**config.mk**
```make
export PLATFORM = sky130hd
export DESIGN_NAME = serial_add_ctrl
export DESIGN_NICKNAME = d
export VERILOG_FILES = /design/src/rtl/serial_add_pkg.sv /design/src/rtl/serial_add_ctrl_fa_slice.sv /design/src/rtl/serial_add_ctrl.sv
export SDC_FILE = /design/constraint.sdc
export NUM_CORES = 1
export LEC_CHECK = 0
export CORE_ASPECT_RATIO = 0.5
export CORE_MARGIN = 2
export CORE_UTILIZATION = 55
export CTS_CLUSTER_SIZE = 8
export DETAILED_ROUTE_END_ITERATION = 8
export DONT_BUFFER_PORTS = 1
export GPL_ROUTABILITY_DRIVEN = 0
export GPL_TIMING_DRIVEN = 0
export PLACE_DENSITY = 0.74
export SYNTH_ARGS = -nofsm -noshare
export SYNTH_HDL_FRONTEND = slang
export SYNTH_SLANG_ARGS = --single-unit
```
**constraint.sdc**
```tcl
create_clock -name clk -period 1.6 [get_ports clk]
set_clock_uncertainty 0.15 [all_clocks]
set_input_delay 0.32 -clock clk [delete_from_list [all_inputs] [get_ports clk]]
set_output_delay 0.32 -clock clk [all_outputs]
set_load 0.02 [all_outputs]
```
**src/rtl/serial_add_pkg.sv**
```systemverilog
// Shared types and helpers for the bit-serial adder controller.
// Used by serial_add_ctrl; see that file for the SERIAL_ADD_SUB_EN option.
package serial_add_pkg;

    localparam int unsigned WIDTH_DEF = 8;

    typedef enum logic [1:0] {
        ST_IDLE = 2'b00,
        ST_RUN  = 2'b01,
        ST_DONE = 2'b10
    } state_e;

    // Bit counter width; at least one bit so the counter stays a legal vector.
    function automatic int unsigned cnt_width(input int unsigned w);
        return (w <= 2) ? 1 : $clog2(w);
    endfunction

endpackage

```
**src/rtl/serial_add_ctrl_fa_slice.sv**
```systemverilog
// Combinational one-bit full adder shared by every bit position of the serial add.
module fa_slice (
    input  logic i_a,
    input  logic i_b,
    input  logic i_cin,
    output logic o_s,
    output logic o_c
);

    logic w_p;

    assign w_p = i_a ^ i_b;
    assign o_s = w_p ^ i_cin;
    assign o_c = (i_a & i_b) | (i_cin & w_p);

endmodule

```
**src/rtl/serial_add_ctrl.sv**
```systemverilog
// Bit-serial adder: one full-adder slice stepped over WIDTH cycles, LSB first.
// Define SERIAL_ADD_SUB_EN to add the sub port (a - b via ~b plus carry-in of 1).
module serial_add_ctrl
    import serial_add_pkg::*;
#(
    parameter int unsigned WIDTH = WIDTH_DEF
) (
    input  logic             clk,
    input  logic             rst_n,
    input  logic             start,
    input  logic [WIDTH-1:0] a,
    input  logic [WIDTH-1:0] b,
    input  logic             cin,
`ifdef SERIAL_ADD_SUB_EN
    input  logic             sub,
`endif
    output logic             busy,
    output logic             done,
    output logic [WIDTH-1:0] sum,
    output logic             cout,
    output logic             ovf
);

    localparam int unsigned CNT_W = cnt_width(WIDTH);
    localparam logic [CNT_W-1:0] CNT_LAST = CNT_W'(WIDTH - 1);

    if (WIDTH < 2 || WIDTH > 64) begin : g_width_check
        $error("serial_add_ctrl: WIDTH must be in 2..64");
    end

    state_e             r_state;
    state_e             w_state_nxt;
    logic [WIDTH-1:0]   r_op_a;
    logic [WIDTH-1:0]   w_op_a_nxt;
    logic [WIDTH-1:0]   r_op_b;
    logic [WIDTH-1:0]   w_op_b_nxt;
    logic               r_carry;
    logic               w_carry_nxt;
    logic [CNT_W-1:0]   r_cnt;
    logic [CNT_W-1:0]   w_cnt_nxt;
    logic [WIDTH-1:0]   r_sum;
    logic [WIDTH-1:0]   w_sum_nxt;
    logic               r_cout;
    logic               w_cout_nxt;
    logic               r_ovf;
    logic               w_ovf_nxt;
    logic               w_s;
    logic               w_c;

    fa_slice u_fa (
        .i_a   (r_op_a[0]),
        .i_b   (r_op_b[0]),
        .i_cin (r_carry),
        .o_s   (w_s),
        .o_c   (w_c)
    );

    always_ff @(posedge clk or negedge rst_n) begin
        if (!rst_n) begin
            r_state <= ST_IDLE;
            r_op_a  <= '0;
            r_op_b  <= '0;
            r_carry <= 1'b0;
            r_cnt   <= '0;
            r_sum   <= '0;
            r_cout  <= 1'b0;
            r_ovf   <= 1'b0;
        end else begin
            r_state <= w_state_nxt;
            r_op_a  <= w_op_a_nxt;
            r_op_b  <= w_op_b_nxt;
            r_carry <= w_carry_nxt;
            r_cnt   <= w_cnt_nxt;
            r_sum   <= w_sum_nxt;
            r_cout  <= w_cout_nxt;
            r_ovf   <= w_ovf_nxt;
        end
    end

    always_comb begin
        w_state_nxt = r_state;
        w_op_a_nxt  = r_op_a;
        w_op_b_nxt  = r_op_b;
        w_carry_nxt = r_carry;
        w_cnt_nxt   = r_cnt;
        w_sum_nxt   = r_sum;
        w_cout_nxt  = r_cout;
        w_ovf_nxt   = r_ovf;

        case (r_state)
            ST_IDLE: begin
                if (start) begin
                    w_state_nxt = ST_RUN;
                    w_op_a_nxt  = a;
                    w_op_b_nxt  = b;
                    w_carry_nxt = cin;
`ifdef SERIAL_ADD_SUB_EN
                    if (sub) begin
                        w_op_b_nxt  = ~b;
                        w_carry_nxt = 1'b1;
                    end
`endif
                    w_cnt_nxt   = '0;
                    w_sum_nxt   = '0;
                    w_cout_nxt  = 1'b0;
                    w_ovf_nxt   = 1'b0;
                end
            end
            ST_RUN: begin
                w_sum_nxt   = {w_s, r_sum[WIDTH-1:1]};
                w_op_a_nxt  = r_op_a >> 1;
                w_op_b_nxt  = r_op_b >> 1;
                w_carry_nxt = w_c;
                if (r_cnt == CNT_LAST) begin
                    // r_carry here is the carry into the MSB.
                    w_cout_nxt  = w_c;
                    w_ovf_nxt   = r_carry ^ w_c;
                    w_state_nxt = ST_DONE;
                end else begin
                    w_cnt_nxt = r_cnt + CNT_W'(1);
                end
            end
            ST_DONE: begin
                w_state_nxt = ST_IDLE;
            end
            default: begin
                w_state_nxt = ST_IDLE;
            end
        endcase
    end

    assign busy = (r_state == ST_RUN);
    assign done = (r_state == ST_DONE);
    assign sum  = r_sum;
    assign cout = r_cout;
    assign ovf  = r_ovf;

endmodule

```
After elaboration in Yosys (flattened, before gate mapping)
Cells that the tools add are included.

storage, ports and cells
  register bits = 32
  output and inout bits = 12
  logic and storage cells = 46

operators by class
  $add $sub $neg = 1
  equality and inequality tests = 6
  multiplexer cells = 19
  bitwise logic cells = 6
  reductions and logical operators = 6

operators with widths
  kind                                                    number
  case mux 8 bit (2 select lines)                         3
  2-to-1 mux 8 bit                                        3
  2-to-1 mux 3 bit                                        2
  case mux 1 bit (2 select lines)                         3
  case mux 3 bit (2 select lines)                         1
  AND reduction 3 bit                                     2
  2-to-1 mux 1 bit                                        4
  2-to-1 mux 2 bit                                        2
  inequality test 2 bit (second input constant)           2
  case mux 2 bit (2 select lines)                         1
  AND reduction 2 bit                                     2
  adder 3 x 1 -> 3 bit (second input constant)            1
  == test 3 bit (second input constant)                   1
  XOR 1 bit                                               3
  AND 1 bit                                               2
  == test 2 x 1 -> 1 bit (second input constant)          1
  == test 2 bit (second input constant)                   1
  zero test 2 bit                                         1
  inequality test 2 x 1 -> 1 bit (second input constant)  1
  nonzero test 2 bit                                      1
  bitwise OR 1 bit                                        1

Depth between registers and ports, before layout
Gate-level depths: netlist (run 1).

  depth in word-level cells = 6
  mapped depth = 5
  mapped depth without buffers = 5

Cells and area by module
A second synthesis (run 1) with hierarchy kept.

second synthesis, totals
  cells, all modules = 131
  area, all modules = 1,473.9 um^2

by module, submodules not included
  module           times used  cells each  area each (um^2)
  serial_add_ctrl  1           130         1,453.9
  fa_slice         1           1           20.0

Least setup slack after synthesis (run 1)
No wires, ideal clock.

  kind = register -> register
  start = register r_carry
  end = register r_ovf, in the netlist ovf
  library setup time = 121 ps
  arrival time = 1,445 ps
  path slack = -116 ps
  stages on the path, launching flop included = 5
  cells stage by stage = dfrtp_1 -> fa_1 -> xor2_1 -> a31o_2 -> a22o_1

between the ends
  cells in the longest elaborated chain, start to end = 5

RTL lines
  element                            line                            source
  start: declaration                 serial_add_ctrl.sv:37           logic r_carry;
  start signal: assignment           serial_add_ctrl.sv:72           r_carry <= w_carry_nxt;
  AND 1 bit                          serial_add_ctrl_fa_slice.sv:14  assign o_c = (i_a & i_b) | (i_cin & w_p);
  bitwise OR 1 bit                   serial_add_ctrl_fa_slice.sv:14
  XOR 1 bit *                        serial_add_ctrl.sv:117          w_ovf_nxt = r_carry ^ w_c;
  2-to-1 mux 1 bit *                 serial_add_ctrl.sv:114          if (r_cnt == CNT_LAST) begin
  case mux 1 bit (2 select lines) *  serial_add_ctrl.sv:90           case (r_state)
  end signal: assignment             serial_add_ctrl.sv:76           r_ovf <= w_ovf_nxt;
  end: declaration                   serial_add_ctrl.sv:45           logic r_ovf;

Mark *: on every way between the ends. The rest lies on a longest branch, timed or not. The select of a mux whose other input is x is not followed.
A chain may end at the register's enable or synchronous reset.

Worst setup path after layout (run 1)
  start = register r_op_b[0]
  end = register r_ovf, in the netlist ovf

between the ends
  cells in the longest elaborated chain, start to end = 6

RTL lines
  element                            line                            source
  start: declaration                 serial_add_ctrl.sv:35           logic [WIDTH-1:0] r_op_b;
  start signal: assignment           serial_add_ctrl.sv:71           r_op_b <= w_op_b_nxt;
  XOR 1 bit                          serial_add_ctrl_fa_slice.sv:12  assign w_p = i_a ^ i_b;
  AND 1 bit                          serial_add_ctrl_fa_slice.sv:14
  bitwise OR 1 bit *                 serial_add_ctrl_fa_slice.sv:14
  XOR 1 bit *                        serial_add_ctrl.sv:117
  2-to-1 mux 1 bit *                 serial_add_ctrl.sv:114
  case mux 1 bit (2 select lines) *  serial_add_ctrl.sv:90

Marked as above.

==> results.sh, run 1 <==
export IMPL_arrival_ps=1620
export IMPL_die_x_um=79.7
export IMPL_syn_avg_cell_area_um2=12.7
export IMPL_areaGrowthSynthToFinish_pct=16.0
export IMPL_dpl_cell_area_um2=1630
export IMPL_hold_depth=2
export IMPL_synth_distinct_cells=29
export IMPL_outcome="complete, but fails checks"
export IMPL_cts_tree="built"
export IMPL_die_area_um2=3340
export IMPL_io_pins=32
export IMPL_maxCapViolations=0
export IMPL_ys_ff_latch=32
export IMPL_syn_inst=124
export IMPL_vdd_drop_max_v=0.000964
export IMPL_initial_utilization_pct=59.5
export IMPL_synth_top_area_cell="dfrtp_1"
export IMPL_clock_latency_ps=270
export IMPL_yosys_area_top_type_share_pct=50.8
export IMPL_rsz0062_at_grt="yes"
export IMPL_clk_pin_slew_ps=60
export IMPL_cts_buffers_inserted=5
export IMPL_vias=1016
export IMPL_crit_fanout=3
export IMPL_antenna_found_initial=0
export IMPL_synthTopCellsByArea="dfrtp_1 51%, a22oi_2 8.7%, o21ai_2 7.2%, a22o_1 6.7%, nand2_1 3.8%"
export IMPL_finalHoldViolCount=0
export IMPL_pre_cts_ws_ps=-35.7
export IMPL_rr_worst_depth=4
export IMPL_place_hpwl_um=1990
export IMPL_async_flop_share_pct=100
export IMPL_powerDensity_nw_per_um2=2060
export IMPL_fp_row_count=13
export IMPL_cp_data_required_time_ps=1610
export IMPL_min_period_ps=1600
export IMPL_vias_per_cell=5.74
export IMPL_core_area_um2=2650
export IMPL_hold_path_class="in2reg"
export IMPL_final_max_slew_violation_count=0
export IMPL_finalCritPeriodShare_pct=100
export IMPL_critPathKind="reg2reg"
export IMPL_yosysMostFrequentCell="dfrtp_1"
export IMPL_leakagePower_nw=0.816
export IMPL_cts_root_buf="clkbuf_8"
export IMPL_initialDrtViolationCount=38
export IMPL_htreeDepth=2
export IMPL_worst_slew_pin_slew_ps=287
export IMPL_dr_pass1_iters=4
export IMPL_start_kind="flop"
export IMPL_clk_path_buf_depth=2
export IMPL_finalWorstSetupSlack_ps=-1.09
export IMPL_grt_max_degree=33
export IMPL_drc=0
export IMPL_finalHoldWorstSlack_ps=54.4
export IMPL_syn_cell_area_um2=1580
export IMPL_grt_pass1_vias=1071
export IMPL_cp_end_kind="flop"
export IMPL_grt_use_total_pct=19.6
export IMPL_n_antenna_cell=0
export IMPL_violations="setup timing"
export IMPL_power_mw=3.77
export IMPL_grt_pass1_wl_um=5000
export IMPL_ys_seq_area_share_pct=50.8
export IMPL_num_nets_final=163
export IMPL_synth_edf_count=0
export IMPL_setup_violations=1
export IMPL_fin_area_um2=1830
export IMPL_cts_sinks=32
export IMPL_die_h_um=41.9
export IMPL_fmax_ghz=0.625
export IMPL_routed_wl_um=2980
export IMPL_slew_headroom_pct=80.9
export IMPL_drive_gt1_share_pct=42.9
export IMPL_wl_per_cell_um=16.9
export IMPL_synth_fp_nets=148
export IMPL_drtAntennaViolNets=0
export IMPL_ys_top_cells_by_count="32 x dfrtp_1, 16 x nand2_1, 13 x o21ai_2"
export IMPL_yosys_warnings=0
export IMPL_grt_overflow_total=0
export IMPL_ys_flop_type="dfrtp_1"
export IMPL_io_buffers=0
## cell families after synthesis
family	Yosys count	share of synthesized area, %
XOR/XNOR	1	0.556
AO/OA/AOI/OAI	49	29.2
AND/OR/NAND/NOR	27	9.52
buffers and inverters	10	5.32
multiplexers	1	0.952
adder cells (fa/ha/maj)	4	3.65
flip-flops	32	50.8
## metal layers
metal  track usage, %  part of all wire (%)  vias to the layer above
met2             28.9                    46                       32
met1             26.9                    47                      503
met4             4.14                     0                        0
li1                 -                     -                      481
met5                0                     0                        -
met3             8.70                   7.5                        0
## final cells by class
cell class / count / area (um^2)
Tap cell: 37 / 46.3
Clock buffer: 8 / 90.1
Fill cell: 204 / 823
Inverter: 2 / 7.51
Multi-Input combinational cell: 82 / 707
Buffer: 7 / 67.6
Timing Repair Buffer: 9 / 108
Sequential cell: 32 / 802
## timing repair
action                                 4_1_cts  5_1_grt
gates cloned                                 1        0
endpoints found under the hold margin       32        0
resized for setup                            6        2
setup buffers                                5        1
hold buffers                                 2        0
pin swaps                                    2        1
setup endpoints to repair                    6        6
## stage by stage
stage	utilization (%)	setup TNS (ps)	std cells
2_1_floorplan	-	0	124
3_3_place_gp	61.3	-57.8	161
3_5_place_dp	61.3	-96.7	161
4_1_cts	69.2	-24.1	177
5_1_grt	68.9	-124	177
6_report	68.9	-1.09	177
## worst max-delay path: stages (launching register included)
cell	delay (ps)
dfrtp_1	400
fa_2	420
xor2_1	150
a31o_2	200
a22o_1	170
## sequential cells by signal (all words and copies together), names as in the netlist
| name | cells |
|---|---|
| r_op_a | 8 |
| r_op_b | 8 |
| sum | 8 |
| r_cnt | 3 |
| r_state | 2 |
| cout | 1 |
| ovf | 1 |
| r_carry | 1 |
## power breakdown
part           leakage, nW  switching, mW  internal [mW]
Sequential           0.415          0.384           1.14
Combinational        0.355          0.732          0.891
Clock               0.0455          0.274          0.350
Total                0.816           1.39           2.38
## layout by cell type (no fill, tap or decap), types with 3 or more instances in the layout
cell | netlist | final
o21ai_2 | 13 | 13
dfrtp_1 | 32 | 31
buf_4 | 1 | 6
buf_2 | 3 | 3
o21ai_1 | 4 | 4
clkbuf_8 | 0 | 6
nor2b_1 | 3 | 3
a22oi_2 | 11 | 11
a22oi_1 | 3 | 3
a22o_1 | 12 | 12
nand2_1 | 16 | 16
## final timing paths
| path | endpoint | startpoint | slack, ps |
|---|---|---|---|
| worst max-delay path | ovf$_DFFE_PN0P_ | r_op_b[0]$_DFFE_PN0P_ | -1 |
| worst min register to register | r_op_b[2]$_DFFE_PN0P_ | r_op_b[2]$_DFFE_PN0P_ | 340 |
| worst min-delay path | r_carry$_DFFE_PN0P_ | cin | 50 |
| min in group asynchronous | r_cnt[0]$_DFFE_PN0P_ | rst_n | 350 |
| max in group asynchronous | r_state[0]$_DFFE_PN0P_ | rst_n | 760 |
| worst max register to register | ovf$_DFFE_PN0P_ | r_op_b[0]$_DFFE_PN0P_ | -1 |
(Power assumes the default switching activity.)
==> run 2: changes to the inputs <==
--- a/config.mk
+++ b/config.mk
@@ -13,7 +13,7 @@
 export DONT_BUFFER_PORTS = 1
 export GPL_ROUTABILITY_DRIVEN = 0
 export GPL_TIMING_DRIVEN = 0
-export PLACE_DENSITY = 0.74
+export PLACE_DENSITY = 0.8
 export SYNTH_ARGS = -nofsm -noshare
 export SYNTH_HDL_FRONTEND = slang
 export SYNTH_SLANG_ARGS = --single-unit
==> run 2 against run 1 <==
  * Global-route usage up 2.4 points
  * Core utilization rose by 1.6 points
  * Worst setup slack got worse by 24 ps
  * The run still ends with setup timing left
  * Critical path depth unchanged
  * Register-to-register slack worse by 20 ps
  * Sequential cell count did not move
  * Clock power up 26%
  * Sequential share of layout area decreased by 1.0 points
  * Largest cell class unchanged
  * Die area did not move
  * Clock-buffer cell count shrank 3
==> results.sh, run 2 (same netlist as run 1, synthesis figures left out) <==
export IMPL_drc=0
export IMPL_cts_tree="built"
export IMPL_swShare_pct=38.0
export IMPL_die_area_um2=3340
export IMPL_cts_root_buf="clkbuf_8"
export IMPL_finalWorstSetupSlack_ps=-25.1
export IMPL_min_to="r_op_a[7]$_DFFE_PN0P_"
export IMPL_hold_path_class="in2reg"
export IMPL_rsz0062_at_grt="yes"
export IMPL_drive_gt1_share_pct=43.9
export IMPL_arrival_ps=1650
export IMPL_fmax_ghz=0.615
export IMPL_hold_depth=1
export IMPL_crit_fanout=3
export IMPL_rr_worst_depth=4
export IMPL_min_period_ps=1630
export IMPL_critPathKind="reg2reg"
export IMPL_finalCritPeriodShare_pct=102
export IMPL_vdd_drop_max_v=0.000972
export IMPL_die_x_um=79.7
export IMPL_fin_area_um2=1870
export IMPL_layout_common_cells="31 x dfrtp_1, 16 x nand2_1, 12 x o21ai_2, 12 x a22o_1, 11 x a22oi_2"
export IMPL_dr_pass1_iters=4
export IMPL_wl_per_cell_um=19.1
export IMPL_core_area_um2=2650
export IMPL_pwr_share_clk_pct=19.6
export IMPL_drtAntennaViolNets=0
export IMPL_worst_slew_pin_slew_ps=296
export IMPL_io_buffers=0
export IMPL_violations="setup timing"
export IMPL_finalHoldViolCount=0
export IMPL_tns_ps=-46.0
export IMPL_vias=1044
export IMPL_grt_max_degree=33
export IMPL_grt_pass1_vias=1023
export IMPL_powerDensity_nw_per_um2=2160
export IMPL_clk_pin_slew_ps=70
export IMPL_seq_power_share_pct=38.5
export IMPL_areaGrowthSynthToFinish_pct=18.7
export IMPL_slew_headroom_pct=80.2
export IMPL_n_antenna_cell=0
export IMPL_p_switching_mw=1.53
export IMPL_regToRegEndpoint="ovf$_DFFE_PN0P_"
export IMPL_die_h_um=41.9
export IMPL_num_nets_final=162
export IMPL_io_pins=32
export IMPL_grt_use_total_pct=22.0
export IMPL_initial_utilization_pct=59.5
export IMPL_htreeDepth=2
export IMPL_dpl_cell_area_um2=1630
export IMPL_antenna_found_initial=0
export IMPL_maxCapViolations=0
export IMPL_grt_overflow_total=0
export IMPL_leakagePower_nw=0.819
export IMPL_clk_path_buf_depth=2
export IMPL_final_common_cell="dfrtp_1"
export IMPL_fin_util_pct=70.6
export IMPL_cp_end_kind="flop"
export IMPL_place_hpwl_um=2160
export IMPL_start_kind="flop"
export IMPL_vias_per_cell=5.93
export IMPL_cp_data_required_time_ps=1630
export IMPL_cts_buffers_inserted=5
export IMPL_fp_row_count=13
export IMPL_min_from="start"
export IMPL_outcome="complete, but fails checks"
export IMPL_power_mw=4.04
export IMPL_final_max_slew_violation_count=0
export IMPL_cellInternalPower_mw=2.50
export IMPL_r2r_slack_ps=-30
export IMPL_timing_rr_start="r_op_a[0]$_DFFE_PN0P_"
export IMPL_clock_latency_ps=280
export IMPL_routed_wl_um=3360
export IMPL_p_comb_share_pct=41.9
export IMPL_setup_violations=4
export IMPL_initialDrtViolationCount=32
export IMPL_cts_sinks=32
export IMPL_grt_pass1_wl_um=5460
[run 2: worst max-delay path by stage]
stage	slack [ps]	from	end
5_1_grt	-50	r_state[1]$_DFFE_PN0P_	busy
4_1_cts	-30	r_op_b[0]$_DFFE_PN0P_	ovf$_DFFE_PN0P_
6_report	-30	r_op_a[0]$_DFFE_PN0P_	ovf$_DFFE_PN0P_
3_5_place_dp	-60	r_cnt[0]$_DFFE_PN0P_	r_cnt[0]$_DFFE_PN0P_
3_3_place_gp	-30	r_state[0]$_DFFE_PN0P_	done
2_1_floorplan	40	r_op_a[0]$_DFFE_PN0P_	ovf$_DFFE_PN0P_
[run 2: power groups by stage]
stage	clock network, mW	logic (mW)	registers [mW]
3_5_place_dp	0	1.40	1.57
5_1_grt	0.833	1.84	1.60
3_3_place_gp	0	1.32	1.55
6_report	0.789	1.69	1.56
2_1_floorplan	0	1.17	1.49
4_1_cts	0.795	1.54	1.53
[run 2: metal layers]
layer | share of wire [%] | global-route usage (%) | vias up
met3 | 8.8 | 9.35 | 4
met2 | 47 | 34.5 | 40
met4 | 0.54 | 4.14 | 0
met5 | 0 | 0 | -
met1 | 44 | 29.0 | 522
li1 | - | - | 478
[run 2: repair_timing]
action,in CTS,in global routing
gates resized for setup,6,4
endpoints found under the setup margin,6,12
hold buffers,2,0
setup buffers,3,1
endpoints found under the hold margin,32,0
pin swaps,2,3
cloned,0,1
[run 2: through the flow]
step                      cells  worst slack, ps  hold WS, ps
after CTS                   174            -27.7         46.8
after global routing        176            -45.9         46.2
final                       176            -25.1         52.3
after detailed placement    161            -61.8         -125
after floorplan             124             37.1         -126
after global placement      161            -30.8         -125
[run 2: critical path, stage by stage, from the launching register on]
cell and delay (ps):
dfrtp_1 420, fa_2 430, xor2_1 160, a31o_2 200, a22o_1 170
[run 2: final cells by class]
class	instances	area, um^2
well taps	37	46.3
multi-input cells	82	734
repair buffers	7	85.1
clock buffers	5	68.8
flip-flops and latches	32	802
fillers	185	781
clock inverters	3	42.5
inverters	2	7.51
plain buffers	8	83.8
==> run 3: changes to the inputs <==
--- a/config.mk
+++ b/config.mk
@@ -7,13 +7,12 @@
 export LEC_CHECK = 0
 export CORE_ASPECT_RATIO = 0.5
 export CORE_MARGIN = 2
-export CORE_UTILIZATION = 55
+export CORE_UTILIZATION = 45
 export CTS_CLUSTER_SIZE = 8
 export DETAILED_ROUTE_END_ITERATION = 8
-export DONT_BUFFER_PORTS = 1
 export GPL_ROUTABILITY_DRIVEN = 0
 export GPL_TIMING_DRIVEN = 0
-export PLACE_DENSITY = 0.8
+export PLACE_DENSITY = 0.81
 export SYNTH_ARGS = -nofsm -noshare
 export SYNTH_HDL_FRONTEND = slang
 export SYNTH_SLANG_ARGS = --single-unit
==> run 3 against run 2 <==
  * The run still ends with setup timing left
  * Non-clock buffer count increased by 38
  * Die area is 21% higher
  * Register-to-register slack barely moved
  * Combinational power grew 21%
  * Clock-buffer cell count increased by 2
  * Sequential power decreased by 9.6%
  * Critical path depth is the same
  * Sequential cell count unchanged
  * Clock power is 9.4% higher
  * Final cell count rose by 30%
  * Via count increased by 16%
  * Critical endpoint is now done
==> results.sh, run 3 (same netlist as run 1, synthesis figures left out) <==
export IMPL_rsz0062_at_grt="yes"
export IMPL_core_area_um2=3400
export IMPL_cp_cell_sequence="buf_8 -> buf_12 -> nor2_4 -> buf_6"
export IMPL_wl_per_cell_um=15.8
export IMPL_cp_data_required_time_ps=1130
export IMPL_die_x_um=87.7
export IMPL_powerDensity_nw_per_um2=1950
export IMPL_power_mw=4.32
export IMPL_io_pins=32
export IMPL_grt_use_total_pct=19.3
export IMPL_slowest_delay_ps=430
export IMPL_vdd_drop_max_v=0.000788
export IMPL_hold_path_class="reg2reg"
export IMPL_clk_pin_slew_ps=60
export IMPL_start_kind="flop"
export IMPL_cp_end_kind="output port"
export IMPL_final_max_slew_violation_count=0
export IMPL_drc=0
export IMPL_outcome="complete, but fails checks"
export IMPL_finalWorstSetupSlack_ps=-38.1
export IMPL_dr_pass1_iters=4
export IMPL_grt_pass1_vias=1206
export IMPL_setup_violations=4
export IMPL_placed_cells=206
export IMPL_vias=1210
export IMPL_die_area_um2=4020
export IMPL_arrival_ps=1170
export IMPL_drtAntennaViolNets=0
export IMPL_cts_tree="built"
export IMPL_vias_per_cell=5.31
export IMPL_finalHoldViolCount=0
export IMPL_cts_root_buf="clkbuf_8"
export IMPL_htreeDepth=2
export IMPL_die_h_um=45.9
export IMPL_initial_utilization_pct=46.4
export IMPL_crit_family="flip-flops"
export IMPL_fp_row_count=15
export IMPL_initialDrtViolationCount=78
export IMPL_grt_overflow_total=0
export IMPL_grt_pass1_wl_um=5620
export IMPL_leakagePower_nw=1.01
export IMPL_place_hpwl_um=2320
export IMPL_critPathSlowestCell="dfrtp_2"
export IMPL_crit_fanout=5
export IMPL_io_buffers=31
export IMPL_clk_path_buf_depth=2
export IMPL_violations="setup timing"
export IMPL_worst_slew_pin_slew_ps=715
export IMPL_clock_latency_ps=290
export IMPL_tns_ps=-94.6
export IMPL_finalCritPeriodShare_pct=102
export IMPL_n_antenna_cell=0
export IMPL_drive_gt1_share_pct=40.1
export IMPL_cts_sinks=32
export IMPL_layout_common_cells="31 x dfrtp_1, 18 x clkdlybuf4s50_1, 16 x nand2_1, 13 x o21ai_2, 13 x buf_4"
export IMPL_fill_cells=242
export IMPL_fin_area_um2=2210
export IMPL_critPathKind="reg2out"
export IMPL_dpl_cell_area_um2=1950
export IMPL_areaGrowthSynthToFinish_pct=40.4
export IMPL_path_buf_inv=3
export IMPL_num_nets_final=200
export IMPL_grt_max_degree=33
export IMPL_slew_headroom_pct=52.3
export IMPL_antenna_found_initial=0
export IMPL_final_common_cell="dfrtp_1"
export IMPL_finalHoldWorstSlack_ps=343
export IMPL_maxCapViolations=0
export IMPL_fmax_ghz=0.610
export IMPL_min_period_ps=1640
export IMPL_routed_wl_um=3610
export IMPL_cts_buffers_inserted=5
export IMPL_final_cells=228
## run 3: power breakdown
part           switching (mW)  internal [mW]
registers               0.265           1.14
logic                   0.985           1.07
clock network           0.313          0.549
total                    1.56           2.76
## run 3: worst min-delay path: stages (launching register included)
cell and delay (ps):
dfrtp_1 350, nand2_1 50, o21ai_1 60
## run 3: timing repair
item | in CTS | in global routing
pin swaps | 1 | 4
hold buffers | 1 | 0
gates cloned | 0 | 0
setup buffers | 7 | 6
endpoints found under the setup margin | 17 | 5
hold endpoints to repair | 32 | 0
gates resized for setup | 25 | 6
## run 3: path summary, 6_finish.rpt
| kind | from | end | slack [ps] | depth (start not counted) |
|---|---|---|---|---|
| worst max-delay path | r_state[0]$_DFFE_PN0P_ | done | -40 | 4 |
| worst min-delay path | r_op_b[1]$_DFFE_PN0P_ | r_op_b[1]$_DFFE_PN0P_ | 340 | 2 |
| worst max register to register | r_op_a[0]$_DFFE_PN0P_ | ovf$_DFFE_PN0P_ | -40 | 4 |
| worst min register to register | r_op_b[1]$_DFFE_PN0P_ | r_op_b[1]$_DFFE_PN0P_ | 340 | 2 |
| max in group asynchronous | rst_n | r_state[0]$_DFFE_PN0P_ | 320 | 2 |
| min in group asynchronous | rst_n | r_cnt[1]$_DFFE_PN0P_ | 480 | 2 |
## run 3: stage by stage
step / setup slack [ps] / utilization (%)
3_5_place_dp: -402 / 57.3
6_report: -38.1 / 65.2
2_1_floorplan: 37.1 / -
4_1_cts: -123 / 62.8
5_1_grt: -75.9 / 65.2
3_3_place_gp: -530 / 57.5
## run 3: area by class of cell
cell class | instances | area (um^2) | area share [%]
buffer | 8 | 83.8 | 3.79
clock buffer | 7 | 96.3 | 4.35
clock inverter | 1 | 30.0 | 1.36
inverter | 2 | 7.51 | 0.339
multi-input combinational | 82 | 727 | 32.8
sequential | 32 | 802 | 36.2
tap | 51 | 63.8 | 2.88
timing repair buffer | 45 | 403 | 18.2
## run 3: metal layers
| layer | track usage, % | up-vias | share of wire [%] | routed length, um |
|---|---|---|---|---|
| li1 | - | 564 | - | - |
| met4 | 5.85 | 0 | 0.58 | 21 |
| met3 | 6.52 | 3 | 3.9 | 141 |
| met1 | 24.4 | 616 | 43 | 1560 |
| met2 | 32.3 | 27 | 52 | 1880 |
| met5 | 0 | - | 0 | 0 |
